[config.mk]
export PLATFORM = sky130hd
export DESIGN_NAME = calc_mem_ctrl
export DESIGN_NICKNAME = d
export VERILOG_FILES = /design/src/rtl/calc_pkg.sv /design/src/rtl/bcd_shift_reg.sv /design/src/rtl/calc_mem_ctrl.sv
export SDC_FILE = /design/constraint.sdc
export NUM_CORES = 1
export LEC_CHECK = 0
export ABC_AREA = 0
export BUFFER_PORTS_ARGS = -buffer_cell sky130_fd_sc_hd__buf_2
export CORE_MARGIN = 2
export CORE_UTILIZATION = 35
export CTS_CLUSTER_DIAMETER = 60
export CTS_CLUSTER_SIZE = 14
export DETAILED_ROUTE_END_ITERATION = 16
export SYNTH_ARGS = -nofsm -noshare
export SYNTH_HDL_FRONTEND = slang
export SYNTH_SLANG_ARGS = --single-unit
[constraint.sdc]
create_clock -name clock -period 1.96 [get_ports clock]
set_input_delay 0.196 -clock clock [delete_from_list [all_inputs] [get_ports clock]]
set_output_delay 0.196 -clock clock [all_outputs]
set_load 0.01 [all_outputs]
[src/rtl/calc_pkg.sv]
// Shared types and constants for the calculator memory controller.
package calc_pkg;

  // One BCD digit.
  typedef logic [3:0] bcd_t;

  // Largest legal BCD digit value.
  localparam bcd_t BCD_MAX = 4'd9;

  // Controller FSM states.
  typedef enum logic [1:0] {
    IDLE,
    STORE,
    RECALL
  } state_t;

endpackage : calc_pkg

[src/rtl/bcd_shift_reg.sv]
// DIGITS-nibble BCD register: shift-left-in, shift-right, parallel clear,
// plus a single-nibble write port used for serial recall.
// Priority when several controls are high: clr > wr > shl > shr.
module bcd_shift_reg
  import calc_pkg::*;
#(
  parameter int DIGITS = 4,
  localparam int IW = (DIGITS > 1) ? $clog2(DIGITS) : 1
) (
  input  logic                  clock,
  input  logic                  reset,
  input  logic                  clr_i,
  input  logic                  shl_i,
  input  logic                  shr_i,
  input  logic [3:0]            din_i,
  input  logic                  wr_i,
  input  logic [IW-1:0]         wr_idx_i,
  input  logic [3:0]            wr_data_i,
  output logic [4*DIGITS-1:0]   q_o
);

  bcd_t [DIGITS-1:0] q_q, q_d;

  // Next-state selection for the nibble register.
  // NOTE: q_d is given a default before any branch so no path leaves it unassigned (no latch).
  always_comb begin
    q_d = q_q;
    if (clr_i) begin
      q_d = '0;
    end else if (wr_i) begin
      q_d[wr_idx_i] = wr_data_i;
    end else if (shl_i) begin
      q_d = {q_q[DIGITS-2:0], din_i};
    end else if (shr_i) begin
      q_d = {bcd_t'(0), q_q[DIGITS-1:1]};
    end
  end

  // Register the nibbles; cleared on reset.
  // NOTE: sequential state uses non-blocking assignments so all flops update together at the edge.
  always_ff @(posedge clock or posedge reset) begin
    if (reset) begin
      q_q <= '0;
    end else begin
      q_q <= q_d;
    end
  end

  assign q_o = q_q;

endmodule : bcd_shift_reg

[src/rtl/calc_mem_ctrl.sv]
// Calculator entry buffer with a one-register BCD memory (MS/MR/MC).
// MS and MR move the value serially, one nibble per cycle, digit 0 first.
// Optional feature: define CALC_MEM_FLAG_EN to add the mem_flag output.
module calc_mem_ctrl
  import calc_pkg::*;
#(
  parameter int DIGITS = 4,
  localparam int LW = $clog2(DIGITS + 1),
  localparam int CW = (DIGITS > 1) ? $clog2(DIGITS) : 1
) (
  input  logic                clock,
  input  logic                reset,
  input  logic                digit_strobe,
  input  logic [3:0]          digit_in,
  input  logic                bksp_strobe,
  input  logic                MS_strobe,
  input  logic                MR_strobe,
  input  logic                MC_strobe,
  output logic [4*DIGITS-1:0] entry,
  output logic [LW-1:0]       entry_len,
  output logic                busy,
  output logic                error
`ifdef CALC_MEM_FLAG_EN
  ,
  output logic                mem_flag
`endif
);

  state_t            state_q, state_d;
  logic [CW-1:0]     cnt_q, cnt_d;
  logic [LW-1:0]     len_q, len_d;
  logic [LW-1:0]     mem_len_q, mem_len_d;
  bcd_t [DIGITS-1:0] mem_q, mem_d;
  bcd_t [DIGITS-1:0] entry_n;
  logic              error_q, error_d;
  logic              shl, shr, wr;
  logic              last_cnt;

  assign entry_n  = entry;
  assign last_cnt = (cnt_q == CW'(DIGITS - 1));

  bcd_shift_reg #(.DIGITS(DIGITS)) u_entry (
    .clock     (clock),
    .reset     (reset),
    .clr_i     (1'b0),
    .shl_i     (shl),
    .shr_i     (shr),
    .din_i     (digit_in),
    .wr_i      (wr),
    .wr_idx_i  (cnt_q),
    .wr_data_i (mem_q[cnt_q]),
    .q_o       (entry)
  );

  // FSM next state, transfer sequencing and entry-buffer controls.
  always_comb begin
    state_d   = state_q;
    cnt_d     = cnt_q;
    len_d     = len_q;
    mem_d     = mem_q;
    mem_len_d = mem_len_q;
    error_d   = 1'b0;
    shl       = 1'b0;
    shr       = 1'b0;
    wr        = 1'b0;
    case (state_q)
      IDLE: begin
        cnt_d = '0;
        // Strict priority: MC > MS > MR > bksp > digit; the rest are dropped.
        if (MC_strobe) begin
          mem_d     = '0;
          mem_len_d = '0;
        end else if (MS_strobe) begin
          state_d = STORE;
        end else if (MR_strobe) begin
          state_d = RECALL;
        end else if (bksp_strobe) begin
          if (len_q != '0) begin
            shr   = 1'b1;
            len_d = len_q - LW'(1);
          end
        end else if (digit_strobe) begin
          if ((len_q < LW'(DIGITS)) && (digit_in <= BCD_MAX)) begin
            shl   = 1'b1;
            len_d = len_q + LW'(1);
          end else begin
            error_d = 1'b1;
          end
        end
      end
      STORE: begin
        mem_d[cnt_q] = entry_n[cnt_q];
        if (last_cnt) begin
          mem_len_d = len_q;
          state_d   = IDLE;
          cnt_d     = '0;
        end else begin
          cnt_d = cnt_q + CW'(1);
        end
      end
      RECALL: begin
        wr = 1'b1;
        if (last_cnt) begin
          len_d   = mem_len_q;
          state_d = IDLE;
          cnt_d   = '0;
        end else begin
          cnt_d = cnt_q + CW'(1);
        end
      end
      default: state_d = IDLE;
    endcase
  end

  // State, counter, length, memory and error registers.
  // NOTE: the memory is only DIGITS nibbles of flops, so it is reset; its cleared value is visible through MR.
  always_ff @(posedge clock or posedge reset) begin
    if (reset) begin
      state_q   <= IDLE;
      cnt_q     <= '0;
      len_q     <= '0;
      mem_q     <= '0;
      mem_len_q <= '0;
      error_q   <= 1'b0;
    end else begin
      state_q   <= state_d;
      cnt_q     <= cnt_d;
      len_q     <= len_d;
      mem_q     <= mem_d;
      mem_len_q <= mem_len_d;
      error_q   <= error_d;
    end
  end

  assign entry_len = len_q;
  assign busy      = (state_q != IDLE);
  assign error     = error_q;

`ifdef CALC_MEM_FLAG_EN
  logic mem_flag_q;

  // Flag set when a STORE completes, cleared by an honoured MC.
  always_ff @(posedge clock or posedge reset) begin
    if (reset) begin
      mem_flag_q <= 1'b0;
    end else if ((state_q == IDLE) && MC_strobe) begin
      mem_flag_q <= 1'b0;
    end else if ((state_q == STORE) && last_cnt) begin
      mem_flag_q <= 1'b1;
    end
  end

  assign mem_flag = mem_flag_q;
`endif

endmodule : calc_mem_ctrl

; Word-level counts from Yosys, hierarchy flattened
; Cells that the tools add are included.
[classes]
n_eq_ne = 14
n_reduce_logical = 14
add_sub_neg = 3
n_lt_le_gt_ge = 4
n_mux = 53
[op_table]
columns = cell, n
row1 = two-way mux 16 bit, 4
row2 = bitwise mux 16 bit, 2
row3 = case mux 16 bit (2 select lines), 1
row4 = two-way mux 3 bit, 10
row5 = two-way mux 1 bit, 21
row6 = binary-select mux 4 bit (select 2 bit), 2
row7 = two-way mux 4 bit, 3
row8 = "inequality test 2 bit, second input constant", 6
row9 = "inequality test 3 bit, second input constant", 4
row10 = case mux 3 bit (2 select lines), 2
row11 = two-way mux 2 bit, 5
row12 = demux 4 bit (select 2 bit), 1
row13 = case mux 2 bit (2 select lines), 2
row14 = AND reduction 8 bit, 1
row15 = nonzero test 2 bit, 4
row16 = AND reduction 3 bit, 2
row17 = nonzero test 3 bit, 2
row18 = "equality test 2 bit, second input constant", 2
row19 = "<= comparator 4 bit, second input constant", 1
row20 = "adder 3 x 1 -> 3 bit, second input constant", 1
row21 = "< comparator 2 x 3 -> 1 bit, second input constant", 1
row22 = "< comparator 3 bit, second input constant", 1
row23 = "subtractor 3 x 1 -> 3 bit, second input constant", 1
row24 = "adder 2 x 1 -> 2 bit, second input constant", 1
row25 = 7 further kinds, 8
[word_totals]
output_inout_bits = 21
register_bits = 43
elab_cells = 101
input_bits = 11

; Logic depth before layout (Yosys ltp)
; Gate-level depths: netlist of the first run.
[logic_depth]
depth_word = 11
ltp_mapped = 8
mapped_depth_nobuf = 6

; Hierarchy
; From an unflattened synthesis of the first run, not the netlist that was laid out.
[unflattened]
hier_cells = 306
area_unflattened_um2 = 2889.0
[by_module_without_submodules]
columns = module, area_per_inst_um2, instances, seq_area_each_um2, cells_each
row1 = calc_mem_ctrl, 1919.3, 1, 675.6, 208
row2 = bcd_shift_reg, 969.7, 1, 400.4, 98

; Least setup slack after synthesis of the first run
; OpenSTA, ideal clock, no wires.
[synth_path]
kind = register to register
start = register state_q[0]
end = register u_entry.q_q, in the netlist u_entry.q_o[0]
setup_time_ns = 0.135
slack_ns = -0.146
period_less_slack_ns = 2.106
path_buffers = 2
stages_incl_launch_ff = 9
required_ns = 1.825
t_arrival_ns = 1.972
cell_sequence = dfrtp_1 > inv_1 > ha_1 > or4b_1 > buf_2 > or4_4 > buf_6 > o22ai_1 > o31ai_1
[synth_via]
elab_chain_len = 4
elab_cells_between_ends = 8
classes_between = eq/ne (1) / mux (5) / reduce/logical (2)
[synth_lines]
columns = element, line
row1 = from (decl), calc_mem_ctrl.sv:29  ; state_t state_q, state_d;
row2 = from (signal assigned), calc_mem_ctrl.sv:126  ; state_q <= state_d;
row3 = zero test 2 bit, calc_mem_ctrl.sv:66  ; case (state_q)
row4 = two-way mux 1 bit, calc_mem_ctrl.sv:66
row5 = two-way mux 16 bit, bcd_shift_reg.sv:32  ; end else if (shl_i) begin
row6 = two-way mux 16 bit, bcd_shift_reg.sv:30  ; end else if (wr_i) begin
row7 = to (signal assigned), bcd_shift_reg.sv:45  ; q_q <= q_d;
row8 = to (decl), bcd_shift_reg.sv:22  ; bcd_t [DIGITS-1:0] q_q, q_d;
; Several ways; a longest one is shown, not always the timed one.
; A chain may end at the register's enable or synchronous reset.

; Worst setup path after layout of the first run
[layout_path]
start = register state_q[0]
end = register u_entry.q_q, in the netlist u_entry.q_o[9]
; The elaborated chain is that of the path after synthesis.

==> out/summary.txt, run 1 <==
Min Clock Period, post-route - 1970 ps
Crit. End Element - register
Final Power - 4.71 mW
Tot GR Track Use - 18.7%
Slew Viols, Final - 0
Compound-Gate Fraction of Synth Area - 25.5%
Total gr overflow - 0
Critical path type - reg2reg
Simple-gate area share of the yosys netlist - 8.66%
Initial antenna violation count - 0
Max-cap violations - 0
Worst Clk Skew - 17.5 ps
Most frequent cell after synthesis - dfrtp_1
Tightest Pin Transition - 791 ps
Clock Tree Buf Depth - 2
WP data arrival - 2170 ps
Crit-path max FO - 8
DIE WIDTH - 92.3 um
Violated checks - setup timing
IO Pins - 32
Hold Fails Final Rpt - 0
Iteration count of the initial detailed-routing pass - 4
Yosys warnings - 0
Drt wl/cell - 18.0 um
Die area - 8530 um2
Post-synthesis register bit count - 43
Dpl ws - -152 ps
Initial Util - 35.7%
Reg2Reg Depth - 6
Vias per cell - 5.72
H-tree Lvls - 2
Die Y-Extent - 92.3 um
CTS Root Cell - clkbuf_8
Register area - 1080 um2
Fill cell count - 704
DRC - 0
Largest family of logic cells by synthesized area - compound AO/OA/AOI/OAI gates
Hold path depth - 3
ANT nets after route - 0
Slew margin rel. - 46.9%
Post-synth EDFFs - 0
Number of I/O port buffers - 31
Leak pwr - 1.58 nW
Gpl congestion - 0.807
Setup Viol. Count Final - 1
Total core area - 7650 um2
R2R Setup Slk - -5 ps
Status - finished with violations
Post-Syn Nets - 278
TritonCTS clock tree - done
Final net count - 332
Worst Slack Setup Final - -5.14 ps
DRT iter0 DRCs - 135
FF-to-FF Start - state_q[0]
Area grow syn2layout - 25.0%
Hold Crit Start - digit_in[2]
Vias in the first global route - 2424
Setup TNS - -5.14 ps
Max VDD drop - 0.417 mV
Fraction of registers with async set/reset - 100%
PwrDens - 1380 nW/um2
Fin cells - 415
Req. time, crit path - 2160 ps
DR vias - 2372
Post-synthesis sequential area ratio - 39.4%
Max Clk Rate - 0.509 GHz
Yosys top cell area share - 39.4%
ANT cells - 0
Clk pin slew, worst setup/hold paths - 100 ps
HP Class - in2reg
Sink Count - 43
Synth area leader - dfrtp_1
Largest net degree at the start of global routing - 23
XOR/XNOR Fraction of Synth Area - 0.321%
Rows - 32
Final HPWL DP - 5380 um
FF-to-FF End - u_entry.q_o[9]
Tcrit/Tclk final - 100%
Share of cells above drive strength 1 - 34.8%
Final WL - 7460 um
Post-Syn Instances - 258
Cts bufs inserted - 5
Placed cells - 401
Clock Latency Late Sink - 310 ps
Cell variety after synth - 46
Multi-input gate area - 1610 um2
Synth Flop Type - dfrtp_1
RSZ-0062 raised after global routing - true
Netlist Area Pre-Place - 2730 um2
Synth top area cells - dfrtp_1 39%, mux2i_1 8.1%, mux4_2 6.6%
Worst Hold Path EP - u_entry.q_o[2]
Post-synthesis mux area share - 16.3%
Final core utilization - 44.6%
Adder-Cell Fraction of Synth Area - 4.40%
First-pass GRT wire length - 12600 um
Most frequent cells after synthesis - 43 x dfrtp_1, 22 x mux2i_1, 18 x a22o_1, 18 x o21ai_0
Syn Area/Cell - 10.6 um2
Worst setup SP type - register
==> flip-flops by register name, summed over array words and instances, names as in the netlist <==
| register | flops |
|---|---|
| error | 1 |
| cnt_q | 2 |
| mem_q | 16 |
| state_q | 2 |
| entry_len | 3 |
| mem_len_q | 3 |
| u_entry.q_o | 16 |
==> metrics by stage <==
step | hold WS (ps) | cell area (um2)
4_1_cts | 217 | 3350
6_report | 214 | 3410
3_3_place_gp | 259 | 3160
5_1_grt | 195 | 3410
2_1_floorplan | 339 | 2740
3_5_place_dp | 260 | 3160
==> layout by cell type (no fill, tap or decap), types with 2 or more instances in the layout <==
cell type  instances
a21oi_1            8
a22o_1            18
a22oi_1           12
a31o_2             4
a32oi_1           12
and2_1             6
buf_2             31
buf_4             36
clkbuf_8           5
dfrtp_1           43
ha_1               6
ha_4               2
inv_1              8
inv_2              3
mux2_2             4
mux2i_1           22
mux4_2             8
nand2_1           13
nand2_2            3
nand2b_1           2
nor2_1             4
o21ai_0           16
o21ai_1            3
o22ai_1            4
o31ai_1            6
==> final cells by class <==
type / count / share of cell area (%)
Tap cell: 102 / 3.74
Timing Repair Buffer: 69 / 13.1
Multi-Input combinational cell: 181 / 47.0
Sequential cell: 43 / 31.5
Clock inverter: 3 / 1.28
Clock buffer: 5 / 2.02
Inverter: 12 / 1.32
==> critical path: stages (launching register included) <==
cell and delay [ps]:
dfrtp_1 390, inv_2 80, ha_4 130, or4b_4 470, or4_4 520, mux2i_1 190, mux2i_1 90
==> report_power, final <==
part / total, mW / switching [mW] / internal [mW]
Combinational: 2.44 / 1.30 / 1.14
Clock: 0.727 / 0.346 / 0.380
Sequential: 1.55 / 0.347 / 1.20
==> timing repair <==
action | 4_1_cts | 5_1_grt
setup endpoints to repair | 17 | 29
hold buffers | 1 | 0
hold endpoints to repair | 18 | 0
gates resized for setup | 9 | 13
pin swaps | 3 | 3
buffers inserted | 4 | 1
==> cell families (layout without fill, tap and decap cells) <==
logic type | after synthesis | count (layout)
AOI/OAI and AO/OA | 95 | 95
xor gates and xnor gates | 1 | 1
adders and majority gates | 9 | 9
buffers and inverters | 34 | 89
DFF | 43 | 43
muxes | 34 | 34
and+or+nand+nor | 42 | 42
==> metal layers <==
metal	wire length (um)	global-route usage, %
met5	0	0
met4	64	4.23
met3	328	3.99
met2	3640	30.0
met1	3430	26.1
==> how the worst max path moves through the flow <==
stage,startpoint,to,slack (ps),depth (start not counted)
finish,state_q[0],u_entry.q_o[9],-5,6
global route,state_q[1],u_entry.q_o[9],-120,6
CTS,state_q[1],u_entry.q_o[8],-130,6
detailed placement,state_q[1],u_entry.q_o[8],-150,6
global placement,state_q[1],u_entry.q_o[8],-90,6
floorplan,state_q[0],u_entry.q_o[0],-150,8
(Power assumes the default switching activity.)
==> run 2, diff against run 1 <==
Settings changed: ABC_AREA 0 to 1, PLACE_DENSITY set to 0.64.
==> run 2 against run 1 <==
Compared with the run above: the run now ends clean; non-clock buffer count decreased by 18; flip-flop and latch count unchanged; setup slack gained 160 ps; critical path depth up 1; hold slack got worse by 210 ps; maximum frequency is 8.8% higher; highest routed layer unchanged.
==> out/summary.txt, run 2 <==
Status - complete, no violations
H-tree Lvls - 2
Final Power - 4.83 mW
CTS Root Cell - clkbuf_8
Slew Viols, Final - 0
Critical path type - reg2reg
Hold Fails Final Rpt - 0
Crit. End Element - register
Vias in the first global route - 2435
Cell variety after synth - 30
ANT cells - 0
ANT nets after route - 0
DRC - 0
Worst Clk Skew - 8.42 ps
Max-cap violations - 0
# hold bufs at CTS - 0
Dpl ws - 25.0 ps
CP max stage delay - 410 ps
Clock Latency Late Sink - 300 ps
Initial Util - 36.0%
Post-synthesis sequential area ratio - 38.9%
First-pass GRT wire length - 11800 um
CP dominant cell by count - inv_1
Clk pin slew, worst setup/hold paths - 90 ps
DRT iter0 DRCs - 187
Worst path buffer plus inverter count - 2
Worst Slack Setup Final - 155 ps
Tot GR Track Use - 17.1%
Total gr overflow - 0
Syn Area/Cell - 7.13 um2
Final HPWL DP - 5290 um
Number of I/O port buffers - 31
Gpl congestion - 0.875
Synth area leader - dfrtp_1
Most frequent cell after synthesis - nand2_1
Cts bufs inserted - 5
Max Clk Rate - 0.554 GHz
Post-Syn Instances - 388
CP cell instances - inv_1, ha_2, nand2_1, inv_1, o21a_1, nand4_1, o21ai_0
Iteration count of the initial detailed-routing pass - 4
Area grow syn2layout - 16.6%
IO Pins - 32
Synth top area cells - dfrtp_1 39%, nand2_1 15%, nand3_1 13%
Final hold slack - 2.16 ps
Post-Syn Nets - 408
Yosys warnings - 0
Most frequent cells in the layout - 108 x nand2_1, 70 x nand3_1, 50 x inv_1
Max VDD drop - 0.408 mV
Initial antenna violation count - 0
Commonest non-fill, non-tap cell in the layout - nand2_1
Tightest Pin Transition - 547 ps
RSZ-0062 raised after global routing - true
DR vias - 2649
Sink Count - 43
Top delay family on crit path - flip-flops
Total core area - 7690 um2
Die Y-Extent - 92.9 um
Min Clock Period, post-route - 1810 ps
Crit-path max FO - 7
Final WL - 7190 um
Worst setup SP type - register
Clock Tree Buf Depth - 2
Most frequent cells after synthesis - 107 x nand2_1, 70 x nand3_1, 51 x inv_1, 43 x dfrtp_1, 35 x o21ai_0
Tcrit/Tclk final - 92.1%
Die area - 8640 um2
Share of cells above drive strength 1 - 17.2%
Rows - 32
Slowest-stage cell, CP - dfrtp_1
TritonCTS clock tree - done
HP Class - in2async
Setup Viol. Count Final - 0
DIE WIDTH - 92.9 um
Post-synthesis register bit count - 43
Drt wl/cell - 13.5 um
Final net count - 449
WP data arrival - 2020 ps
Vias per cell - 4.98
Post-synth EDFFs - 0
Largest net degree at the start of global routing - 44
Yosys top cell area share - 38.9%
PwrDens - 1500 nW/um2
Netlist Area Pre-Place - 2770 um2
Synth Flop Type - dfrtp_1
Req. time, crit path - 2170 ps
Fraction of registers with async set/reset - 100%
Leak pwr - 1.73 nW
Slew margin rel. - 63.5%
## run 2: cells by family after synthesis
group                      count (synthesis)  share of synthesized area (%)
DFF                                       43                           38.9
and+or+nand+nor                          209                           35.0
AOI/OAI and AO/OA                         54                           10.1
xor gates and xnor gates                   2                          0.633
buffers and inverters                     71                           11.0
adders and majority gates                  9                           4.34
## run 2: worst min-delay path, stage by stage
cell	delay, ps
buf_2	100
clkinv_1	30
buf_4	440
## run 2: cell type report
cell class / instances / area (um2)
sequential: 43 / 1080
inverter: 53 / 199
clock buffer: 7 / 96.3
fill: 818 / 4460
timing repair buffer: 51 / 305
tap: 102 / 128
multi-input combinational: 275 / 1420
clock inverter: 1 / 7.51
## run 2: report_power, final
part,internal [mW],total [mW],switching (mW)
sequential,1.26,1.57,0.304
clock,0.321,0.644,0.323
combinational,0.960,2.62,1.66
## run 2: worst paths after layout
| kind | start | slack [ps] | to | cells past startpoint |
|---|---|---|---|---|
| worst max-delay path | state_q[0] | 150 | entry_len[1] | 7 |
| worst max register to register | state_q[0] | 150 | entry_len[1] | 7 |
| min in group clock | digit_strobe | 240 | error | 3 |
| worst min-delay path | reset | 2 | entry_len[1] | 3 |
| worst min register to register | mem_q[5] | 520 | mem_q[5] | 2 |
| max in group asynchronous | reset | 1570 | error | 3 |
## run 2: timing repair
item	CTS	global route
setup buffers	0	7
resized for setup	0	5
setup endpoints to repair	0	24
## run 2: metal layers
| metal | routed length (um) | up-vias | GRT usage, % |
|---|---|---|---|
| li1 | - | 1340 | - |
| met1 | 3400 | 1232 | 23.6 |
| met2 | 3380 | 64 | 27.6 |
| met3 | 261 | 13 | 2.69 |
| met4 | 153 | 0 | 5.15 |
| met5 | 0 | - | 0 |
## run 2: stage by stage
stage | TNS, ps | instances | util [%] | instance area (um2)
5_1_grt | -56.7 | 532 | 42.0 | 3230
3_5_place_dp | 0 | 516 | 39.6 | 3040
3_3_place_gp | 0 | 516 | 39.6 | 3040
4_1_cts | 0 | 524 | 40.9 | 3150
6_report | 0 | 532 | 42.0 | 3230
2_1_floorplan | 0 | 388 | - | 2770
